### src/rtl/parallel_to_serial_shifter_pkg.sv
// ---------------------------------------------------------------------------
// parallel_to_serial_shifter_pkg
//   Shared definitions for the parallel-to-serial shifter slice: the FSM
//   state encoding, the default word width and a helper that sizes the
//   bit counter.
// ---------------------------------------------------------------------------
package parallel_to_serial_shifter_pkg;

   localparam int DEFAULT_SIZE = 8;

   typedef enum logic {
      ST_IDLE  = 1'b0,
      ST_SHIFT = 1'b1
   } state_t;

   // The counter only has to hold SIZE-1 down to 0, so $clog2(SIZE) bits
   // are enough; the floor of 1 keeps the vector legal for tiny words.
   function automatic int cnt_width(input int size);
      return (size < 2) ? 1 : $clog2(size);
   endfunction

endpackage

### src/rtl/parallel_to_serial_shifter_if.sv
// ---------------------------------------------------------------------------
// parallel_to_serial_shifter_if
//   Bundles the load handshake and the serial link outputs of the shifter.
//   master : word source / link consumer (drives load_valid, load_data,
//            enable; observes everything else)
//   slave  : the shifter itself
//   Signals:
//     load_valid  source offers load_data this cycle
//     load_data   SIZE-bit parallel word
//     load_ready  shifter can accept a word this cycle
//     enable      link strobe, advance one bit
//     data_out    current serial bit
//     data_valid  data_out holds a word bit
//     last        data_out is the final bit of the word
//     busy        a word is in flight
//     done        one-cycle pulse after the final bit is consumed
// ---------------------------------------------------------------------------
interface parallel_to_serial_shifter_if #(
   parameter int SIZE = 8
);
   logic            load_valid;
   logic [SIZE-1:0] load_data;
   logic            load_ready;
   logic            enable;
   logic            data_out;
   logic            data_valid;
   logic            last;
   logic            busy;
   logic            done;

   modport master (
      output load_valid,
      output load_data,
      output enable,
      input  load_ready,
      input  data_out,
      input  data_valid,
      input  last,
      input  busy,
      input  done
   );

   modport slave (
      input  load_valid,
      input  load_data,
      input  enable,
      output load_ready,
      output data_out,
      output data_valid,
      output last,
      output busy,
      output done
   );
endinterface

### src/rtl/parallel_to_serial_shifter_bit_down_counter.sv
// ---------------------------------------------------------------------------
// bit_down_counter
//   Loadable down counter that tracks how many bits of the current word are
//   still to go after the one on the wire.
//   Ports:
//     clk, reset  clock and synchronous active-high reset (count -> 0)
//     load        take load_value on the next edge (wins over decrement)
//     load_value  reload value
//     decrement   count down by one on the next edge
//     count       current count
//     zero        count is zero
// ---------------------------------------------------------------------------
module bit_down_counter #(
   parameter int WIDTH = 3
) (
   input  logic             clk,
   input  logic             reset,
   input  logic             load,
   input  logic [WIDTH-1:0] load_value,
   input  logic             decrement,
   output logic [WIDTH-1:0] count,
   output logic             zero
);

   logic [WIDTH-1:0] count_q;
   logic [WIDTH-1:0] count_d;

   // A reload takes priority so a back-to-back word restarts cleanly even
   // though the final bit of the previous word is being consumed.
   always_comb begin
      count_d = count_q;
      if (load) begin
         count_d = load_value;
      end else if (decrement) begin
         count_d = count_q - WIDTH'(1);
      end
   end

   // Count register with synchronous reset.
   always_ff @(posedge clk) begin
      if (reset) begin
         count_q <= '0;
      end else begin
         count_q <= count_d;
      end
   end

   assign count = count_q;
   assign zero  = (count_q == '0);

endmodule

### src/rtl/parallel_to_serial_shifter.sv
// ---------------------------------------------------------------------------
// parallel_to_serial_shifter
//   Takes a SIZE-bit word over a valid/ready handshake and emits it one bit
//   per enabled clock, MSB first by default so a left-shifting capture
//   register rebuilds the word unchanged. A new word can be accepted on the
//   cycle the final bit is consumed, giving gap-free back-to-back words.
//   Parameters:
//     SIZE       word width (>= 2)
//     MSB_FIRST  1: shift left, emit bit SIZE-1 first; 0: shift right,
//                emit bit 0 first
//   Ports:
//     clk    single clock, all state on posedge
//     reset  synchronous active-high reset, drops any word in flight
//     bus    slave side of parallel_to_serial_shifter_if
// ---------------------------------------------------------------------------
module parallel_to_serial_shifter
   import parallel_to_serial_shifter_pkg::*;
#(
   parameter int SIZE      = DEFAULT_SIZE,
   parameter bit MSB_FIRST = 1'b1
) (
   input  logic                           clk,
   input  logic                           reset,
   parallel_to_serial_shifter_if.slave    bus
);

   localparam int CNT_W = cnt_width(SIZE);

   state_t            state_q;
   state_t            state_d;
   logic [SIZE-1:0]   sreg_q;
   logic [SIZE-1:0]   sreg_d;
   logic              done_q;
   logic              done_d;

   logic [CNT_W-1:0]  cnt_count;
   logic              cnt_zero;
   logic              in_shift;
   logic              word_end;
   logic              load_ready;
   logic              load_fire;
   logic              cnt_decrement;
   logic [SIZE-1:0]   sreg_shifted;

   // Decode of the handshake. The final enabled bit of a word frees the
   // shifter in the same cycle, which is what lets a waiting source load
   // without an idle gap on the link.
   always_comb begin
      in_shift      = (state_q == ST_SHIFT);
      word_end      = in_shift && cnt_zero && bus.enable;
      load_ready    = (state_q == ST_IDLE) || word_end;
      load_fire     = bus.load_valid && load_ready;
      cnt_decrement = in_shift && bus.enable && (cnt_count != '0);
   end

   // Shift by one with a zero fill; direction follows the bit order so the
   // bit on the wire is always the one at the output end of the register.
   always_comb begin
      sreg_shifted = '0;
      if (MSB_FIRST) begin
         sreg_shifted = {sreg_q[SIZE-2:0], 1'b0};
      end else begin
         sreg_shifted = {1'b0, sreg_q[SIZE-1:1]};
      end
   end

   // Next-state logic. In IDLE the link strobe is ignored; in SHIFT the
   // register only moves on enable, and a word end either reloads (back to
   // back) or falls back to IDLE. done is raised for the cycle after the
   // final bit is taken.
   always_comb begin
      state_d = state_q;
      sreg_d  = sreg_q;
      done_d  = word_end;
      case (state_q)
         ST_IDLE: begin
            if (bus.load_valid) begin
               sreg_d  = bus.load_data;
               state_d = ST_SHIFT;
            end
         end
         ST_SHIFT: begin
            if (word_end) begin
               if (bus.load_valid) begin
                  sreg_d = bus.load_data;
               end else begin
                  sreg_d  = sreg_shifted;
                  state_d = ST_IDLE;
               end
            end else if (bus.enable) begin
               sreg_d = sreg_shifted;
            end
         end
         default: begin
            state_d = ST_IDLE;
         end
      endcase
   end

   // State, shift register and done pulse; reset overrides load and enable
   // and drops any word in flight without a done pulse.
   always_ff @(posedge clk) begin
      if (reset) begin
         state_q <= ST_IDLE;
         sreg_q  <= '0;
         done_q  <= 1'b0;
      end else begin
         state_q <= state_d;
         sreg_q  <= sreg_d;
         done_q  <= done_d;
      end
   end

   // Bits remaining after the current one; reloads to SIZE-1 on every
   // accepted word so it never has to wrap.
   bit_down_counter #(
      .WIDTH (CNT_W)
   ) u_bit_counter (
      .clk        (clk),
      .reset      (reset),
      .load       (load_fire),
      .load_value (CNT_W'(SIZE - 1)),
      .decrement  (cnt_decrement),
      .count      (cnt_count),
      .zero       (cnt_zero)
   );

   // Output decode; data_out is forced low outside a word so the link
   // idles at 0.
   always_comb begin
      bus.load_ready = load_ready;
      bus.busy       = in_shift;
      bus.data_valid = in_shift;
      bus.last       = in_shift && cnt_zero;
      bus.done       = done_q;
      bus.data_out   = 1'b0;
      if (in_shift) begin
         bus.data_out = MSB_FIRST ? sreg_q[SIZE-1] : sreg_q[0];
      end
   end

endmodule
### src/flat_wrapper.sv
// flat-port wrapper written by rule: the top's interface ports become plain ports
module parallel_to_serial_shifter_flat import parallel_to_serial_shifter_pkg::*;
#(
   parameter int SIZE      = DEFAULT_SIZE,
   parameter bit MSB_FIRST = 1'b1
)
  (clk, reset, bus_load_valid, bus_load_data, bus_enable, bus_load_ready, bus_data_out, bus_data_valid, bus_last, bus_busy, bus_done);
  parallel_to_serial_shifter_if #(.SIZE(SIZE)) bus_i ();
  input  logic clk;
  input  logic reset;
  input wire logic [$bits(bus_i.load_valid)-1:0] bus_load_valid;
  input wire logic [$bits(bus_i.load_data)-1:0] bus_load_data;
  input wire logic [$bits(bus_i.enable)-1:0] bus_enable;
  output wire logic [$bits(bus_i.load_ready)-1:0] bus_load_ready;
  output wire logic [$bits(bus_i.data_out)-1:0] bus_data_out;
  output wire logic [$bits(bus_i.data_valid)-1:0] bus_data_valid;
  output wire logic [$bits(bus_i.last)-1:0] bus_last;
  output wire logic [$bits(bus_i.busy)-1:0] bus_busy;
  output wire logic [$bits(bus_i.done)-1:0] bus_done;
  assign bus_i.load_valid = bus_load_valid;
  assign bus_i.load_data = bus_load_data;
  assign bus_i.enable = bus_enable;
  assign bus_load_ready = bus_i.load_ready;
  assign bus_data_out = bus_i.data_out;
  assign bus_data_valid = bus_i.data_valid;
  assign bus_last = bus_i.last;
  assign bus_busy = bus_i.busy;
  assign bus_done = bus_i.done;
  parallel_to_serial_shifter #(.SIZE(SIZE), .MSB_FIRST(MSB_FIRST)) u_core (.clk(clk), .reset(reset), .bus(bus_i));
endmodule
### config.mk
export PLATFORM = sky130hd
export DESIGN_NAME = parallel_to_serial_shifter_flat
export DESIGN_NICKNAME = d
export VERILOG_FILES = /design/src/rtl/parallel_to_serial_shifter_pkg.sv /design/src/rtl/parallel_to_serial_shifter_if.sv /design/src/rtl/parallel_to_serial_shifter_bit_down_counter.sv /design/src/rtl/parallel_to_serial_shifter.sv /design/src/flat_wrapper.sv
export SDC_FILE = /design/constraint.sdc
export NUM_CORES = 1
export LEC_CHECK = 0
export ABC_AREA = 1
export BUFFER_PORTS_ARGS = -buffer_cell sky130_fd_sc_hd__buf_2
export CAP_MARGIN = 30
export CORE_ASPECT_RATIO = 1.1
export CORE_MARGIN = 2
export CORE_UTILIZATION = 51
export DETAILED_ROUTE_END_ITERATION = 8
export GPL_ROUTABILITY_DRIVEN = 1
export PLACE_DENSITY_LB_ADDON = 0.3
export SLEW_MARGIN = 10
export SYNTH_ARGS = -nofsm -noshare
export SYNTH_HDL_FRONTEND = slang
export SYNTH_SLANG_ARGS = --single-unit
### constraint.sdc
create_clock -name clk -period 1.7 [get_ports clk]
set_clock_uncertainty 0.05 [all_clocks]
set_input_delay 0.17 -clock clk [delete_from_list [all_inputs] [get_ports clk]]
set_output_delay 0.17 -clock clk [all_outputs]
set_load 0.02 [all_outputs]
==> out/qor.yml, run 1 <==
outcome:
  outcome: "completed"
clock_network:
  root_buffer: "clkbuf_4"
  cts_setup_buffers: 0
  cts_tree: "yes"
  cts_sinks: 13
  clkLatencyLatePin_ps: 280
  numCtsBuffers: 3
  hold_buffers: 0
  htree_levels: 1
  path_clk_slew_ps: 80
  ctsLongestPathBuffers: 2
critical_path:
  cp.required_ps: 1480
  crit_type: "reg2out"
  cp.arrival_ps: 1360
  critPathBufInv: 3
  crit_chain: "inv_1 -> ha_1 -> inv_2 -> nor2_8 -> nand2_4 -> nand2_8 -> buf_4"
  crit_path_start_kind: "register"
  cpPeakStageDelay_ps: 330
  critical_path.top_delay_family: "flip-flops"
  slowest_stage: "dfxtp_2"
  endpoint_kind: "primary output"
  crit_path_max_fanout: 10
worst_hold_path:
  hp-class: "in2reg"
timing:
  rsz0062_at_grt: "no"
  whs_ps: 78.5
  fin_crit_sh_pct: 93.1
  worst-slew-pin-transition_ps: 315
  finalSetupViolations: 0
  max_freq_mhz: 632
  slew_violations: 0
  post-route-min-period_ps: 1580
  final.setup.tns_ps: 0
  hold_violations: 0
  maxSlewHeadroom_pct: 79.0
synthesis:
  yosysWarnings: 0
  yosysSeqAreaShare_pct: 33.8
  synthCells: 108
  netlist_area_um2: 769
  syn_avg_cell_area_um2: 7.12
  ys_ff_latch: 13
  yosysUniqueCellTypes: 24
  syn-num-nets: 122
finish:
  drive_above_1_share_pct: 30.2
  diodes: 0
  areaGrowthSynthToFinish_pct: 16.4
  nets: 144
die:
  die_w_um: 41.0
  initial_core_util_pct: 55.6
  core_um2: 1380
  io_pins: 18
  die_h_um: 44.7
  row_count: 14
  die_area_um2: 1840
power:
  p_per_area_nw_per_um2: 828
  power_mw: 0.742
  ir_drop_v: 0.000520
  p_leak_nw: 0.529
run:
  cap_violations: 0
placed_design:
  dpl.hpwl_um: 1220
  port_buffers: 17
  gp_congestion: 0.818
detailed_routing:
  drc: 0
  vias_per_cell: 5.09
  ant_nets: 0
  routed_wl_um: 1520
  wl_per_cell_um: 10.5
  via_count: 738
  drt_iter0_drc: 8
  drtPass1Iterations: 4
grt:
  antenna_found_initial: 0
  grt_use_total_pct: 22.0
  grt_max_degree: 11
  grt_remaining_overflow: 0
  grt_pass1_wl_um: 2730
  grt_pass1_vias: 683
## layout by cell type, fill, tap and decap left out, drive strengths merged
| cell type | netlist | routed |
|---|---|---|
| ha | 2 | 2 |
| a31oi | 1 | 1 |
| clkbuf | 1 | 3 |
| nand2 | 22 | 22 |
| nor2 | 3 | 3 |
| dfxtp | 13 | 13 |
| or2 | 1 | 1 |
| inv | 25 | 25 |
| nand3 | 25 | 25 |
| buf | 2 | 20 |
| clkinv | 0 | 1 |
| o21a | 1 | 1 |
| nand4 | 1 | 1 |
| a21oi | 3 | 3 |
| o21ai | 8 | 8 |
## power by group
part           switching, mW  internal [mW]
clock                  0.103         0.0873
sequential            0.0193          0.334
combinational          0.118         0.0802
## cell families (layout without fill, tap and decap cells)
family | Yosys count | after routing | synth area share, %
buf+inv | 28 | 49 | 16.4
simple gates | 52 | 52 | 36.6
flops | 13 | 13 | 33.8
compound gates | 13 | 13 | 9.92
fa+ha+maj | 2 | 2 | 3.25
## repair_timing
action,4_1_cts,5_1_grt
setup endpoints to repair,0,1
gates resized for setup,0,3
hold endpoints to repair,0,0
## Yosys cell counts, drive strengths merged
| library cell | count | area, µm² |
|---|---|---|
| inv | 25 | 93.8 |
| ha | 2 | 25.0 |
| nand4 | 1 | 6.26 |
| dfxtp | 13 | 260 |
| o21a | 1 | 7.51 |
| nor2 | 3 | 27.5 |
| nand2 | 22 | 111 |
| a31oi | 1 | 6.26 |
| or2 | 1 | 6.26 |
| nand3 | 25 | 130 |
| clkbuf | 1 | 13.8 |
| a21oi | 3 | 18.8 |
| o21ai | 8 | 43.8 |
| buf | 2 | 18.8 |
## cell type report
| cell class | instances | area, µm² |
|---|---|---|
| Inverter | 25 | 93.8 |
| Tap cell | 16 | 20.0 |
| Clock inverter | 1 | 5.00 |
| Multi-Input combinational cell | 67 | 383 |
| Timing Repair Buffer | 20 | 110 |
| Fill cell | 120 | 488 |
| Sequential cell | 13 | 262 |
| Clock buffer | 3 | 22.5 |
## metal layers
layer  vias up  wire length (µm)  global-route usage (%)
li1        381                 -                       -
met1       335               654                    27.4
met2        20               743                    34.4
met3         2               112                    8.87
met4         0                13                    6.00
met5         -                 0                       0
## registers in the layout (all words and copies together) (netlist names)
register,flops
u_core.bus.busy,1
u_core.bus.done,1
u_core.u_bit_counter.count,3
u_core.sreg_q,8
## path summary, 6_finish.rpt
kind / start / endpoint / slack [ps] / cells past startpoint
setup / recovery: u_core.u_bit_counter.count[0]$_SDFFE_PP0P_ / bus_load_ready / 120 / 7
hold / removal: reset / u_core.u_bit_counter.count[2]$_SDFFE_PP0P_ / 80 / 2
setup reg to reg: u_core.u_bit_counter.count[0]$_SDFFE_PP0P_ / u_core.sreg_q[2]$_SDFFE_PP0P_ / 350 / 10
hold reg to reg: u_core.u_bit_counter.count[0]$_SDFFE_PP0P_ / u_core.u_bit_counter.count[0]$_SDFFE_PP0P_ / 450 / 2
## metrics by stage
step | instances | setup WS (ps) | instance area (µm²) | util (%)
floorplan | 108 | 354 | 769 | -
global placement | 141 | 371 | 865 | 62.5
detailed placement | 141 | 307 | 865 | 62.5
CTS | 145 | 58.3 | 892 | 64.5
global route | 145 | 17.2 | 896 | 64.7
finish | 145 | 117 | 896 | 64.7
No activity file was read; power rests on OpenSTA's default activity.
==> run 2: changes to the inputs <==
--- a/config.mk
+++ b/config.mk
@@ -13,8 +13,9 @@
 export CORE_UTILIZATION = 51
 export DETAILED_ROUTE_END_ITERATION = 8
 export GPL_ROUTABILITY_DRIVEN = 1
-export PLACE_DENSITY_LB_ADDON = 0.3
+export PLACE_DENSITY = 0.74
 export SLEW_MARGIN = 10
 export SYNTH_ARGS = -nofsm -noshare
 export SYNTH_HDL_FRONTEND = slang
+export SYNTH_HIERARCHICAL = 1
 export SYNTH_SLANG_ARGS = --single-unit
==> out/qor.yml, run 2 <==
timing:
  post-route-min-period_ps: 1620
  final.setup.tns_ps: 0
  hold_violations: 0
  layout_setup_ws_ps: 80.4
  fin_crit_sh_pct: 95.3
  slew_violations: 0
  max_freq_mhz: 617
  finalSetupViolations: 0
placed_design:
  port_buffers: 17
  place_ws_ps: 117
  dpl.cell_count: 149
  dpl.hpwl_um: 1130
  gp_congestion: 0.799
worst_hold_path:
  hp-class: "in2reg"
power:
  swShare_pct: 31.2
  power_mw: 0.743
  p_per_area_nw_per_um2: 788
  p_seq_share_pct: 47.1
  ir_drop_v: 0.000505
  p_clk_share_pct: 25.6
  internal_power_mw: 0.512
  p_leak_nw: 0.506
  power_frac_comb_pct: 27.3
  p_sw_mw: 0.232
finish:
  layout_commonest_cell: "nand2_1"
  largest_register_ffs: 8
  most-common-layout-cells: "23 x nand2_1, 21 x inv_1, 17 x nor2_1"
  final_core_util_pct: 67.3
  largest_register: "u_core/sreg_q"
  diodes: 0
  drive_above_1_share_pct: 27.5
  areaGrowthSynthToFinish_pct: 21.0
  final_cells: 154
  nets: 153
grt:
  antenna_found_initial: 0
  grt_max_degree: 17
  grt_pass1_vias: 638
  grt_remaining_overflow: 0
  grt_use_total_pct: 19.6
  grt_pass1_wl_um: 2390
synthesis:
  synthCells: 116
  synth_top_family_by_area: "simple AND/OR/NAND/NOR gates"
  netlist_area_um2: 779
  yosysSeqAreaShare_pct: 33.4
  synthArstFlopShare_pct: 0
  synth_top_area_share_pct: 33.4
  synthTopCellsByArea: "dfxtp_1 33%, nand2_1 12%, inv_1 10%"
  synth_edf_count: 0
  ys_ff_latch: 13
  synth_most_common_cell: "nand2_1"
  syn_avg_cell_area_um2: 6.72
  yosysWarnings: 6
  synth-simple-area-share_pct: 31.3
  synth-xor-area-share_pct: 1.12
  synth_compound_area_share_pct: 14.9
  synth_ff_type: "dfxtp_1"
  yosysUniqueCellTypes: 17
  synthTopCellsByCount: "25 x nand2_1, 21 x inv_1, 17 x nor2_1"
  yosysTopAreaCell: "dfxtp_1"
  synth_mux_area_share_pct: 0
  synthAdderAreaFrac_pct: 3.21
die:
  die_w_um: 41.3
  io_pins: 18
  die_area_um2: 1860
  row_count: 14
  core_um2: 1400
  initial_core_util_pct: 55.6
  die_h_um: 45.0
critical_path:
  crit_chain: "inv_1 -> ha_2 -> ha_4 -> nand2_1 -> inv_1 -> nand2_2 -> nand2_2 -> buf_4"
  crit_path_start_kind: "register"
  endpoint_kind: "primary output"
  cpPeakStageDelay_ps: 350
  crit_type: "reg2out"
  crit_path_max_fanout: 3
  cp.arrival_ps: 1400
  cp.required_ps: 1480
  slowest_stage: "dfxtp_2"
outcome:
  outcome: "completed"
detailed_routing:
  drc: 0
  via_count: 732
  drtPass1Iterations: 4
  routed_wl_um: 1540
  drt_iter0_drc: 5
  vias_per_cell: 4.75
  ant_nets: 0
  wl_per_cell_um: 9.98
clock_network:
  root_buffer: "clkbuf_4"
  cts_tree: "yes"
  htree_levels: 1
  clkLatencyLatePin_ps: 270
  numCtsBuffers: 3
  cts_sinks: 13
  ctsLongestPathBuffers: 2
  path_clk_slew_ps: 80
run:
  cap_violations: 0
-- run 2: cell count changes after synthesis, moves of 2 or more --
cell and change:
a21oi_2 +6, inv_2 -4, nand2_1 +7, nand2_2 -2, nand3_1 -15, nand3b_1 +2
nor2_1 +15, o21ai_0 +4, o21ai_1 -2
-- run 2: area by class of cell --
cell class | count | area (µm²)
clock buffer | 4 | 26.3
fill | 147 | 458
inverter | 21 | 78.8
multi-input combinational | 79 | 425
sequential | 13 | 263
tap | 16 | 20.0
timing repair buffer | 21 | 130
-- run 2: path summary, 6_finish.rpt --
path / start / endpoint / slack [ps] / cells after the start
worst min register to register: u_core/sreg_q[6]$_SDFFE_PP0P_ / u_core/sreg_q[6]$_SDFFE_PP0P_ / 490 / 2
worst max register to register: u_core/u_bit_counter/count[1]$_SDFFE_PP0P_ / u_core/u_bit_counter/count[1]$_SDFFE_PP0P_ / 230 / 10
worst min-delay path: reset / u_core/bus.busy$_SDFF_PP0_ / 40 / 2
worst max-delay path: u_core/u_bit_counter/count[1]$_SDFFE_PP0P_ / bus_load_ready / 80 / 8
-- run 2: through the flow --
step / hold slack [ps] / area, µm²
after floorplan: 189 / 787
after global placement: 327 / 885
after detailed placement: 335 / 885
after CTS: 34.4 / 916
after global routing: 33.1 / 943
final: 40.4 / 943
-- run 2: per-layer routing --
metal	vias to the layer above	GRT usage, %	share of wire [%]
met2	12	33.8	50
met1	316	19.8	45
met5	-	0	0
met4	0	11.6	2.3
li1	398	-	-
met3	6	5.91	2.5
-- run 2: kinds of logic after synthesis --
logic type | Yosys count
AO/OA/AOI/OAI | 18
AND/OR/NAND/NOR | 55
other | 1
buffers and inverters | 26
flip-flops | 13
XOR/XNOR | 1
adder cells (fa/ha/maj) | 2
-- run 2: power by group through the flow --
| stage | registers, mW | logic [mW] | clock network, mW |
|---|---|---|---|
| after global placement | 0.355 | 0.182 | 0 |
| after CTS | 0.351 | 0.189 | 0.199 |
| after global routing | 0.353 | 0.229 | 0.215 |
| after detailed placement | 0.357 | 0.187 | 0 |
| final | 0.350 | 0.203 | 0.190 |
| after floorplan | 0.355 | 0.142 | 0 |
-- run 2: what timing repair did --
action	4_1_cts	5_1_grt
buffers inserted	0	1
gates resized for setup	3	5
hold buffers	0	0
endpoints found under the setup margin	1	1
-- run 2: critical path: cells and delay by family, from the launching register on --
kind          cells  cell delay (ps)
flops             1              350
fa+ha+maj         2              330
buf+inv           3              260
simple gates      3              190
